===== config.mk =====
export PLATFORM = sky130hd
export DESIGN_NAME = bcd_display_driver
export DESIGN_NICKNAME = d
export VERILOG_FILES = /design/src/rtl/bcd_disp_pkg.sv /design/src/rtl/bcd_to_seg7.sv /design/src/rtl/bcd_display_driver.sv
export SDC_FILE = /design/constraint.sdc
export NUM_CORES = 1
export LEC_CHECK = 0
export BUFFER_PORTS_ARGS = -buffer_cell sky130_fd_sc_hd__buf_4
export CORE_UTILIZATION = 45
export CTS_CLUSTER_SIZE = 16
export DETAILED_ROUTE_END_ITERATION = 12
export MAX_ROUTING_LAYER = met4
export PLACE_DENSITY_LB_ADDON = 0.25
export SYNTH_ARGS = -nofsm -noshare
export SYNTH_HDL_FRONTEND = slang
export SYNTH_SLANG_ARGS = --single-unit

===== constraint.sdc =====
create_clock -name clk -period 2.3 [get_ports clk]
set_clock_uncertainty 0.1 [all_clocks]
set_input_delay 0.345 -clock clk [delete_from_list [all_inputs] [get_ports clk]]
set_output_delay 0.345 -clock clk [all_outputs]
set_load 0.01 [all_outputs]

===== src/rtl/bcd_disp_pkg.sv =====
// Shared segment codes, digit count and state type for the BCD display driver.
// Segment bit order is {g,f,e,d,c,b,a}, logical 1 = lit.
package bcd_disp_pkg;

    localparam int NUM_DIGITS = 4;

    localparam logic [6:0] SEG_0     = 7'h3F;
    localparam logic [6:0] SEG_1     = 7'h06;
    localparam logic [6:0] SEG_2     = 7'h5B;
    localparam logic [6:0] SEG_3     = 7'h4F;
    localparam logic [6:0] SEG_4     = 7'h66;
    localparam logic [6:0] SEG_5     = 7'h6D;
    localparam logic [6:0] SEG_6     = 7'h7D;
    localparam logic [6:0] SEG_7     = 7'h07;
    localparam logic [6:0] SEG_8     = 7'h7F;
    localparam logic [6:0] SEG_9     = 7'h6F;
    localparam logic [6:0] SEG_E     = 7'h79;
    localparam logic [6:0] SEG_R     = 7'h50;
    localparam logic [6:0] SEG_BLANK = 7'h00;

    typedef enum logic [1:0] {
        IDLE  = 2'd0,
        SHOW  = 2'd1,
        ERROR = 2'd2
    } state_t;

    // True when every nibble of the word is a legal BCD digit.
    function automatic logic is_bcd(input logic [15:0] v);
        logic ok;
        ok = 1'b1;
        for (int i = 0; i < NUM_DIGITS; i++) begin
            if (v[i*4 +: 4] > 4'd9) ok = 1'b0;
        end
        return ok;
    endfunction

endpackage


===== src/rtl/bcd_to_seg7.sv =====
// Combinational BCD nibble to 7-segment pattern decoder; non-BCD nibbles decode to blank.
module bcd_to_seg7
    import bcd_disp_pkg::*;
(
    input  logic [3:0] nibble,
    output logic [6:0] seg
);

    always_comb begin
        seg = SEG_BLANK;
        case (nibble)
            4'd0:    seg = SEG_0;
            4'd1:    seg = SEG_1;
            4'd2:    seg = SEG_2;
            4'd3:    seg = SEG_3;
            4'd4:    seg = SEG_4;
            4'd5:    seg = SEG_5;
            4'd6:    seg = SEG_6;
            4'd7:    seg = SEG_7;
            4'd8:    seg = SEG_8;
            4'd9:    seg = SEG_9;
            default: seg = SEG_BLANK;
        endcase
    end

endmodule


===== src/rtl/bcd_display_driver.sv =====
// Latches a BCD ALU result and scans it onto a multiplexed 4-digit 7-segment display,
// with leading-zero blanking, a carry decimal point and a blinking "Err" for bad results.
module bcd_display_driver
    import bcd_disp_pkg::*;
#(
    parameter int REFRESH_DIV = 50000,
    parameter int BLINK_DIV   = 16,
    parameter bit ACTIVE_LOW  = 1'b1
) (
    input  logic        clk,
    input  logic        rst_n,
    input  logic        load,
    input  logic [15:0] result,
    input  logic        carry,
    input  logic        valid,
    input  logic        blank,
    output logic [6:0]  seg,
    output logic        dp,
    output logic [3:0]  an,
    output logic        busy
);

    localparam int              DW         = (REFRESH_DIV > 1) ? $clog2(REFRESH_DIV) : 1;
    localparam int              FW         = (BLINK_DIV > 1) ? $clog2(BLINK_DIV) : 1;
    localparam logic [DW-1:0]   DIV_LAST   = DW'(REFRESH_DIV - 1);
    localparam logic [FW-1:0]   FRAME_LAST = FW'(BLINK_DIV - 1);
    localparam logic [1:0]      IDX_LAST   = 2'(NUM_DIGITS - 1);

    state_t        state, state_nxt;
    logic [DW-1:0] div;
    logic [1:0]    idx;
    logic [FW-1:0] frame;
    logic          blink_on;
    logic [15:0]   val;
    logic          cry;
    logic          tick, wrap, to_error, blink_flip;
    logic [3:0]    digit;
    logic [6:0]    digit_seg;
    logic          lead_zero;
    logic [3:0]    an_l;
    logic [6:0]    seg_l;
    logic          dp_l;

    assign tick       = (div == DIV_LAST);
    assign wrap       = tick && (idx == IDX_LAST);
    assign blink_flip = wrap && (frame == FRAME_LAST);
    assign to_error   = load && (!valid || !is_bcd(result));

    always_ff @(posedge clk or negedge rst_n) begin
        if (!rst_n) begin
            state <= IDLE;
            busy  <= 1'b0;
        end else begin
            state <= state_nxt;
            busy  <= (state_nxt != IDLE);
        end
    end

    always_comb begin
        state_nxt = state;
        if (load) state_nxt = to_error ? ERROR : SHOW;
    end

    always_ff @(posedge clk or negedge rst_n) begin
        if (!rst_n) begin
            val <= '0;
            cry <= 1'b0;
        end else if (load) begin
            val <= result;
            cry <= carry;
        end
    end

    // Scan and blink timing free-run from reset; loads never re-phase them.
    always_ff @(posedge clk or negedge rst_n) begin
        if (!rst_n) begin
            div      <= '0;
            idx      <= '0;
            frame    <= '0;
            blink_on <= 1'b1;
        end else begin
            if (tick) begin
                div <= '0;
                idx <= idx + 2'd1;
            end else begin
                div <= div + 1'b1;
            end
            if (wrap) frame <= (frame == FRAME_LAST) ? '0 : frame + 1'b1;
            if (to_error)        blink_on <= 1'b1;
            else if (blink_flip) blink_on <= ~blink_on;
        end
    end

    assign digit = val[{idx, 2'b00} +: 4];

    always_comb begin
        lead_zero = 1'b0;
        case (idx)
            2'd1:    lead_zero = (val[15:4]  == 12'h000);
            2'd2:    lead_zero = (val[15:8]  == 8'h00);
            2'd3:    lead_zero = (val[15:12] == 4'h0);
            default: lead_zero = 1'b0;
        endcase
    end

    bcd_to_seg7 u_dec (
        .nibble (digit),
        .seg    (digit_seg)
    );

    // Logical (active-high) content for the slot currently selected by idx.
    always_comb begin
        an_l  = 4'b0000;
        seg_l = SEG_BLANK;
        dp_l  = 1'b0;
        if (!blank) begin
            case (state)
                SHOW: begin
                    an_l  = 4'b0001 << idx;
                    seg_l = lead_zero ? SEG_BLANK : digit_seg;
                    dp_l  = cry && (idx == 2'd3);
                end
                ERROR: begin
                    an_l = blink_on ? (4'b0001 << idx) : 4'b0000;
                    case (idx)
                        2'd3:       seg_l = SEG_E;
                        2'd2, 2'd1: seg_l = SEG_R;
                        default:    seg_l = SEG_BLANK;
                    endcase
                end
                default: ;
            endcase
        end
    end

    always_ff @(posedge clk or negedge rst_n) begin
        if (!rst_n) begin
            an  <= {4{ACTIVE_LOW}};
            seg <= {7{ACTIVE_LOW}};
            dp  <= ACTIVE_LOW;
        end else begin
            an  <= an_l  ^ {4{ACTIVE_LOW}};
            seg <= seg_l ^ {7{ACTIVE_LOW}};
            dp  <= dp_l  ^ ACTIVE_LOW;
        end
    end

endmodule


==> run summary <==
syn nets: 261
dpl ws: 184 ps
Post-CTS Resized: 0
row cnt: 27
Met1 Wirelength: 2340 um
first-pass GRT wire length: 7930 um
fraction of layout instances using a drive strength above 1: 0.316
fin. max-slew vios: 0
Nets: 299
1st-pass router iterations: 4
Die H: 79.3 um
RD Place Congestion: 0.782
Post-Layout Cell Count: 335
Pint: 1350 uW
vias in the first global route: 1720
CP max FO: 8
register area share after synthesis: 0.517
worst r2r src: idx[0]
Sw Ratio: 0.240
startpoint types: register
setup tns final: 0 ps
crit-path cells: mux4_2, inv_1, ha_1, mux2i_1, or2_2, a21oi_1
Placed Cells: 326
post-synth top area cell: dfrtp_1
CTS tree: done
top cell type's share of synthesized area: 0.391
Crit. Startpoint: idx[0]
MaxCap Viol Count: 0
Starting Density: 0.477
Finish-stage setup viols: 0
# DRC: 0
share of total power in the clock network: 0.310
crit path capture type: register
IO Count: 35
WP data arrival: 2240 ps
Area contributors post-synth: dfrtp_1 (39%), dfstp_2 (13%), mux2_2 (7.5%)
Area Overhead vs Synth: 16.1%
Rel. slew slack: 0.566
Synth Instances: 224
min-delay src: blank
Post-Route Utilization: 0.554
Total GRT Usage: 0.168
hpwl dp: 3430 um
Yosys reg bits: 55
Die Width: 79.3 um
met3 wire length: 166 um
Logic pwr share: 0.108
Post-synth EDFFs: 0
final worst slack: 201 ps
Top FF cell, synth: dfrtp_1
total CTS buffers: 5
Crit path largest cell delay: 620 ps
library cells used by synthesis: 43
starting DRC count in detailed routing: 29
post-route ant nets: 0
Final period util: 0.913
CP max stage cell: mux4_2
Pwr per Cell Area: 570 mW/mm2
Seq pwr share: 0.582
top-count cell post-synth: dfrtp_1
crit path kind: reg -> reg
Yosys Warn Count: 0
P_sw: 428 uW
mean post-synth cell area: 12.0 um2
WP data required: 2440 ps
clk sinks: 55
Clk pin slew, worst setup/hold paths: 90 ps
DR vias: 1748
# H-tree levels: 2
min-delay worst type: in -> reg
Inserted Diodes: 0
Post-Route WL: 4670 um
CTS Buffer Depth: 2
met2 WL: 2100 um
highest clock rate: 476 MHz
top cell types by occurrence after synthesis: dfrtp_1 (42), mux2_2 (18), ha_1 (15)
Tightest Pin Transition: 651 ps
async set-or-reset flop fraction in the synthesized netlist: 1.00
Syn Std Cell Area: 0.00269 mm2
worst hold margin: 154 ps
VDD IR max: 0.272 mV
Period minus WS final: 2100 ps
clock root cell: clkbuf_8
DR top layer: met4
P_leak: 0.00141 uW
largest net degree at the start of global routing: 56
die area: 0.00629 mm2
vias per cell: 5.22
Overflow after GRT: 0
Fin. Hold Viols: 0
PortBufs: 34
Wirelength per Cell: 13.9 um
Core Footprint: 0.00564 mm2
RSZ-0062 raised after global routing: no
worst skew pair latency: 310 ps
status: finished clean
initial antenna violation count: 0
Reg2Reg Setup Slack: 200 ps
==> repair_timing <==
item,4_1_cts,5_1_grt
buffers inserted,0,0
endpoints found under the hold margin,42,0
hold buffers,1,0
==> layer usage <==
metal,track usage,vias up
li1,-,874
met1,0.231,837
met2,0.250,31
met3,0.0264,6
met4,0.0691,0
met5,-,-
==> area by class of cell <==
cell class	instances	area [um2]
Fill cell	483	2520
Sequential cell	55	1390
Multi-Input combinational cell	153	1230
Timing Repair Buffer	37	280
Tap cell	72	90.1
Clock buffer	7	86.3
Inverter	10	37.5
Clock inverter	1	5.00
==> per-stage QoR <==
| stage | area (um2) | total power (uW) |
|---|---|---|
| after CTS | 3120 | 1800 |
| after global routing | 3120 | 1860 |
| after global placement | 3020 | 1240 |
| final | 3120 | 1780 |
| after floorplan | 2690 | 1160 |
| after detailed placement | 3020 | 1250 |
==> placed cells by master, fill, tap and decap left out, types with 3 or more instances in the layout <==
cell type | netlist | layout
xor2_1 | 10 | 10
nand3_1 | 8 | 8
inv_1 | 10 | 10
a21oi_1 | 10 | 10
nand2_1 | 14 | 14
clkbuf_8 | 0 | 6
and4_1 | 3 | 3
nor2_1 | 13 | 13
o21ai_0 | 9 | 9
mux2_2 | 18 | 18
buf_4 | 1 | 36
xnor2_1 | 4 | 4
nor2b_1 | 3 | 3
mux4_2 | 4 | 4
dfrtp_1 | 42 | 42
ha_1 | 15 | 15
mux2i_1 | 4 | 4
nand4_1 | 3 | 3
dfstp_2 | 13 | 13
==> cells by family after synthesis <==
group	Yosys count	synth area share
DFF	55	0.517
buffers and inverters	16	0.0246
and+or+nand+nor	66	0.141
muxes	28	0.132
adders and majority gates	15	0.0697
xor gates and xnor gates	14	0.0456
AOI/OAI and AO/OA	30	0.0693
==> state kept, by name, summed over array words and instances (netlist names) <==
register and flops:
cry 1, busy 1, div 16, blink_on 1, seg 7, an 4
idx 2, val 16, frame 4, dp 1, state 2
==> critical path, delay by kind of cell, from the launching register on <==
family / cells / cell delay [ps]
muxes: 2 / 690
DFF: 1 / 560
and+or+nand+nor: 1 / 270
adders and majority gates: 1 / 170
AOI/OAI and AO/OA: 1 / 140
buffers and inverters: 1 / 120
==> power by group through the flow <==
stage / sequential [uW] / combinational, uW / clock [uW]
final: 1040 / 193 / 552
after global routing: 1040 / 221 / 603
after CTS: 1040 / 197 / 565
after detailed placement: 1050 / 195 / 0
after floorplan: 1050 / 117 / 0
after global placement: 1050 / 191 / 0
==> path summary, 6_finish.rpt <==
check                      depth (start not counted)        to
min reg2reg                                        1        dp
max reg2reg                                        6    seg[0]
min in group asynchronous                          2  frame[3]
max in group asynchronous                          2    idx[0]
max                                                6    seg[0]
min                                                2        dp
Power figures use the tool's default switching activity.
